==> config.mk <==
export PLATFORM = sky130hd
export DESIGN_NAME = toggle_pulse_decoder
export DESIGN_NICKNAME = d
export VERILOG_FILES = /design/src/rtl/toggle_pulse_decoder_pkg.sv /design/src/rtl/toggle_pulse_decoder_sync.sv /design/src/rtl/toggle_pulse_decoder.sv
export SDC_FILE = /design/constraint.sdc
export NUM_CORES = 1
export LEC_CHECK = 0
export ABC_AREA = 0
export CAP_MARGIN = 20
export CORE_ASPECT_RATIO = 0.7
export CORE_MARGIN = 5
export CORE_UTILIZATION = 42
export CTS_CLUSTER_SIZE = 40
export DETAILED_ROUTE_END_ITERATION = 7
export GPL_TIMING_DRIVEN = 0
export HOLD_SLACK_MARGIN = 0.08
export PLACE_DENSITY = 0.73
export SLEW_MARGIN = 20
export SYNTH_ARGS = -nofsm -noshare
export SYNTH_HDL_FRONTEND = slang
export SYNTH_SLANG_ARGS = --single-unit
==> constraint.sdc <==
create_clock -name clk -period 1.3 [get_ports clk]
set_input_delay 0.195 -clock clk [delete_from_list [all_inputs] [get_ports clk]]
set_output_delay 0.195 -clock clk [all_outputs]
set_load 0.01 [all_outputs]
==> src/rtl/toggle_pulse_decoder_pkg.sv <==
// Shared default sizing for the toggle pulse decoder and its synchronizer.
package toggle_dec_pkg;

    localparam int unsigned DEF_INPUT_WIDTH = 4;
    localparam int unsigned DEF_SYNC_STAGES = 2;
    localparam int unsigned DEF_CNT_WIDTH   = 8;

endpackage : toggle_dec_pkg

==> src/rtl/toggle_pulse_decoder_sync.sv <==
// Single-bit multi-flop synchronizer; plain flop chain with nothing between stages.
module bit_synchronizer #(
    parameter int unsigned STAGES = 2
) (
    input  logic clk,
    input  logic rstn,
    input  logic d,
    output logic q
);

    logic [STAGES-1:0] chain;

    always_ff @(posedge clk or negedge rstn) begin
        if (!rstn) begin
            chain <= '0;
        end else begin
            chain <= {chain[STAGES-2:0], d};
        end
    end

    assign q = chain[STAGES-1];

endmodule : bit_synchronizer

==> src/rtl/toggle_pulse_decoder.sv <==
// Decodes remote toggle-flop levels into one-cycle pulses and a pending-event bitmap
// with ready/valid acceptance, sticky overflow flags and an accepted-handshake counter.
module toggle_pulse_decoder
    import toggle_dec_pkg::*;
#(
    parameter int unsigned INPUT_WIDTH = DEF_INPUT_WIDTH,
    parameter int unsigned SYNC_STAGES = DEF_SYNC_STAGES,
    parameter int unsigned CNT_WIDTH   = DEF_CNT_WIDTH
) (
    input  logic                   clk,
    input  logic                   rstn,
    input  logic [INPUT_WIDTH-1:0] t_in,
    output logic [INPUT_WIDTH-1:0] pulse,
    output logic                   evt_valid,
    input  logic                   evt_ready,
    output logic [INPUT_WIDTH-1:0] evt_vec,
    output logic [INPUT_WIDTH-1:0] ovf,
    input  logic                   ovf_clr,
    output logic [CNT_WIDTH-1:0]   evt_count
);

    logic [INPUT_WIDTH-1:0] sync_out;
    logic [INPUT_WIDTH-1:0] last;
    logic [INPUT_WIDTH-1:0] pend;
    logic [INPUT_WIDTH-1:0] acc_mask;
    logic [INPUT_WIDTH-1:0] ovf_set;
    logic                   accept;

    for (genvar i = 0; i < INPUT_WIDTH; i++) begin : g_sync
        bit_synchronizer #(
            .STAGES (SYNC_STAGES)
        ) u_sync (
            .clk  (clk),
            .rstn (rstn),
            .d    (t_in[i]),
            .q    (sync_out[i])
        );
    end

    // last resets to 0, so inputs already high at release yield one pulse each
    always_ff @(posedge clk or negedge rstn) begin
        if (!rstn) begin
            last  <= '0;
            pulse <= '0;
        end else begin
            last  <= sync_out;
            pulse <= sync_out ^ last;
        end
    end

    always_comb begin
        accept   = evt_valid && evt_ready;
        acc_mask = accept ? pend : '0;
        ovf_set  = pulse & pend & ~acc_mask;
    end

    // A pulse landing on a bit being accepted re-arms it, so no event is lost
    always_ff @(posedge clk or negedge rstn) begin
        if (!rstn) begin
            pend      <= '0;
            ovf       <= '0;
            evt_count <= '0;
        end else begin
            pend <= (pend & ~acc_mask) | pulse;
            ovf  <= (ovf_clr ? '0 : ovf) | ovf_set;
            if (accept) begin
                evt_count <= evt_count + CNT_WIDTH'(1);
            end
        end
    end

    assign evt_vec   = pend;
    assign evt_valid = |pend;

endmodule : toggle_pulse_decoder
Word-level counts from Yosys, hierarchy flattened
Index checks and enable logic that the tools add are counted.
- add/subtract/negate cells: 1
- mux-type cells: 2
- bitwise gates (word level): 7
- reduce and logical (&&, ||, !) cells: 2
- operators by type and width (cell ; count):
    $and A4 B4 Y4 ; 3
    $add A8 B1 Y8 const B ; 1
    $mux W4 ; 2
    $or A4 B4 Y4 ; 2
    $not A4 Y4 ; 1
    $reduce_or A4 Y1 ; 1
    $xor A4 B4 Y4 ; 1
    $logic_and A1 B1 Y1 ; 1
- flip-flop bits (word level): 32
- input bits: 8

Logic depth before layout (Yosys ltp)
- depth in word-level cells: 6
- gate-level depth with buffers: 3
- depth with buffers taken out: 3

By module
Synthesis repeated with hierarchy kept, for this count alone.
- cells, all modules: 70
- area, all modules: 1098.6 um^2
- by module, submodules not included (module ; instances ; cells each ; area each (um^2) ; sequential area each (um^2)):
    toggle_pulse_decoder ; 1 ; 62 ; 898.4 ; 600.6
    bit_synchronizer ; 4 ; 2 ; 50.0 ; 50.0

Worst setup path after synthesis
Ideal clock, no wire load.
- path type: reg-to-output
- start: reg pend[2], in the netlist evt_vec[2]
- end: out evt_valid
- data arrival time: 1.173 ns
- required time: 1.105 ns
- setup slack: -0.068 ns
- cell stages (with the launch flop): 2
- buffers on the path: 0
- path through: dfrtp_1 -> or4_2
- longest elaborated chain between the ends: 1
- ends and longest elaborated chain (item ; RTL line ; source):
    from (decl) ; toggle_pulse_decoder.sv:24 ; logic [INPUT_WIDTH-1:0] pend;
    from (signal assigned) ; toggle_pulse_decoder.sv:64 ; pend <= (pend & ~acc_mask) | pulse;
    $reduce_or A4 Y1 ; toggle_pulse_decoder.sv:73 ; assign evt_valid = |pend;
    to (decl) ; toggle_pulse_decoder.sv:14 ; output logic evt_valid,
No other way between the ends.

Final worst setup path
Ends and elaborated chain as after synthesis.

==> impl_metrics.tcl <==
set metrics [dict create \
    status "finished, violations left" \
    violations "negative setup slack" \
    totalWireLength_mm 2.06 \
    cp-end-kind "output pin" \
    firstDrtPassIters 3 \
    fin_skew_ns 0.00358 \
    synth-seq-cells 32 \
    power_density_nw_per_um2 1690 \
    worstRegToRegCells 5 \
    final_cells 152 \
    finalSetupViolCount 8 \
    track_usage_pct 12.9 \
    regToRegStartpoint "evt_vec[2]" \
    final_nets 127 \
    path_class "reg -> out" \
    yosys.area.top_type "dfrtp_1" \
    nFillCells 200 \
    num_antenna_cells 0 \
    io_pins 29 \
    htreeDepth 2 \
    die_y_microns 52.8 \
    cts_buffers 5 \
    setup_slack_ns -0.249 \
    dpl.hpwl_mm 1.38 \
    setup_tns_ns -0.626 \
    synth_area_per_cell_sq_um 15.7 \
    min_period_ns 1.55 \
    slew_headroom_pct 55.0 \
    root_buffer "clkbuf_8" \
    multi_input_area_sq_um 300 \
    clkTransAtPathRegs_ns 0.06 \
    cts_buffer_depth 2 \
    final_common_cell "dfrtp_1" \
    synthCells 70 \
    mostFrequentLayoutCells "28 x dfrtp_1, 16 x dlygate4sd2_1, 10 x buf_4" \
    die_w_microns 71.1 \
    ys_top_cells_by_area "dfrtp_1 73%, xor2_1 5.6%, a32o_1 3.6%" \
    clk_latency_ns 0.27 \
    core_sq_um 2480 \
    syn-cell-area_sq_um 1100 \
    drt_iter0_drc 45 \
    yosysTopAreaCellShare_pct 72.9 \
    drc_errors 0 \
    hold_ws_ns 0.347 \
    vdd_drop_max_v 0.000951 \
    area_growth_pct 47.2 \
    ys_seq_area_share_pct 72.9 \
    num_vias 731 \
    finalCritPeriodShare_pct 119 \
    post_dp_cell_area_sq_um 1420 \
    critical_path.max_fanout 2 \
    rows 15 \
    grt_antenna_before_repair 0 \
    dieArea_sq_um 3750 \
    drive_gt1_share_pct 25.4 \
    post_drt_wl_per_cell_microns 13.5 \
    synthesis.nets 79 \
    cp-start-kind "flip-flop" \
    synth_warnings 0 \
    place_inst 132 \
    seq_area_sq_um 806 \
    final_antenna_net_count 0 \
    r2r-end "evt_count[7]" \
    stdcell_area_sq_um 1620 \
    fmax_mhz 645 \
    first_global_vias 709 \
    required_ns 1.11 \
    cts.sinks 32 \
    power.leakage_nw 0.780 \
    finalMaxSlewViolations 0 \
    portBuffers 28 \
    max-cap-violations 0 \
    tightestPinTransition_ns 0.675 \
    rsz0062_at_grt "true" \
    crit_path_end "evt_valid" \
    yosysUniqueCellTypes 17 \
    cts_tree "yes" \
    crit_path_start "evt_vec[2]" \
    initial_core_util_pct 44.3 \
    worstHoldPathType "reg -> reg" \
    vias_per_cell 4.81 \
    grt_max_degree 33 \
    cp.arrival_ns 1.35 \
    grt_overflow 0 \
    grt_pass1_wl_mm 3.48 \
    gp_congestion 0.776 \
    ff2ff_setup_slack_ns -0.10 \
    finalHoldViolations 0 \
]
state kept, by name, summed over array words and instances (netlist names):
name,count
last,4
evt_vec,4
pulse,4
evt_count,8
g_sync.u_sync.chain,8
ovf,4
cell usage after synthesis:
library cell,instances
a32o_1,4
or4_2,1
nand2_1,5
nor3_1,2
ha_1,1
o41a_1,1
inv_1,2
dfrtp_1,32
nor2_1,1
xor2_1,7
and3_1,1
nand3_1,1
o41ai_4,1
nand4_1,3
a21o_1,3
xnor2_1,4
a21o_2,1
worst min path at each step:
stage / cells after the start / from / endpoint
CTS: 0 / g_sync[2].u_sync.chain[0] / g_sync[2].u_sync.chain[1]
detailed placement: 1 / rstn / evt_count[6]
global placement: 0 / g_sync[2].u_sync.chain[0] / g_sync[2].u_sync.chain[1]
global route: 1 / t_in[1] / g_sync[1].u_sync.chain[0]
floorplan: 0 / rstn / evt_count[0]
finish: 0 / g_sync[0].u_sync.chain[0] / g_sync[0].u_sync.chain[1]
area by class of cell:
type                       count  share of cell area, %
inverter                       2                  0.464
tap                           34                   2.63
clock buffer                   7                   5.96
timing repair buffer          41                   22.5
sequential                    32                   49.8
multi-input combinational     36                   18.6
critical path, cell delays in order (launching register included):
cell	delay [ns]
dfrtp_2	0.40
or4_4	0.54
buf_6	0.14
cells by family (layout without fill, tap and decap cells):
group	count (synthesis)	in the layout	synth area share [%]
buffers and inverters	2	50	0.684
flip-flops	32	32	72.9
adder cells (fa/ha/maj)	1	1	1.14
AND/OR/NAND/NOR	14	14	6.49
XOR/XNOR	11	11	8.77
AO/OA/AOI/OAI	10	10	10.0
report_power, final:
part           total [W]  internal [W]  leakage [nW]  switching [W]
clock network   0.000788      0.000470        0.0503       0.000318
logic           0.000686      0.000357         0.351       0.000329
registers        0.00126       0.00115         0.379       0.000109
total            0.00274       0.00198         0.780       0.000756
timing repair:
action | in CTS | in global routing
setup buffers | 10 | 2
endpoints found under the setup margin | 24 | 9
hold buffers | 1 | 0
hold endpoints to repair | 32 | 0
gates resized for setup | 35 | 0
pin swaps | 6 | 3
routing by layer:
metal	routed length (microns)	up-vias	global-route usage, %
li1	-	341	-
met1	945	367	15.6
met2	945	18	19.4
met3	137	5	5.94
met4	28	0	6.56
met5	0	-	0
metrics by stage:
| step | utilization (%) | power [W] | setup slack, ns |
|---|---|---|---|
| 6_report | 65.3 | 0.00274 | -0.249 |
| 5_1_grt | 65.3 | 0.00289 | -0.282 |
| 4_1_cts | 64.6 | 0.00275 | -0.257 |
| 3_5_place_dp | 57.4 | 0.00193 | -0.371 |
| 3_3_place_gp | 57.6 | 0.00191 | -0.608 |
| 2_1_floorplan | - | 0.00156 | 0.0171 |
Note: power is estimated with default switching activity, not from simulation.
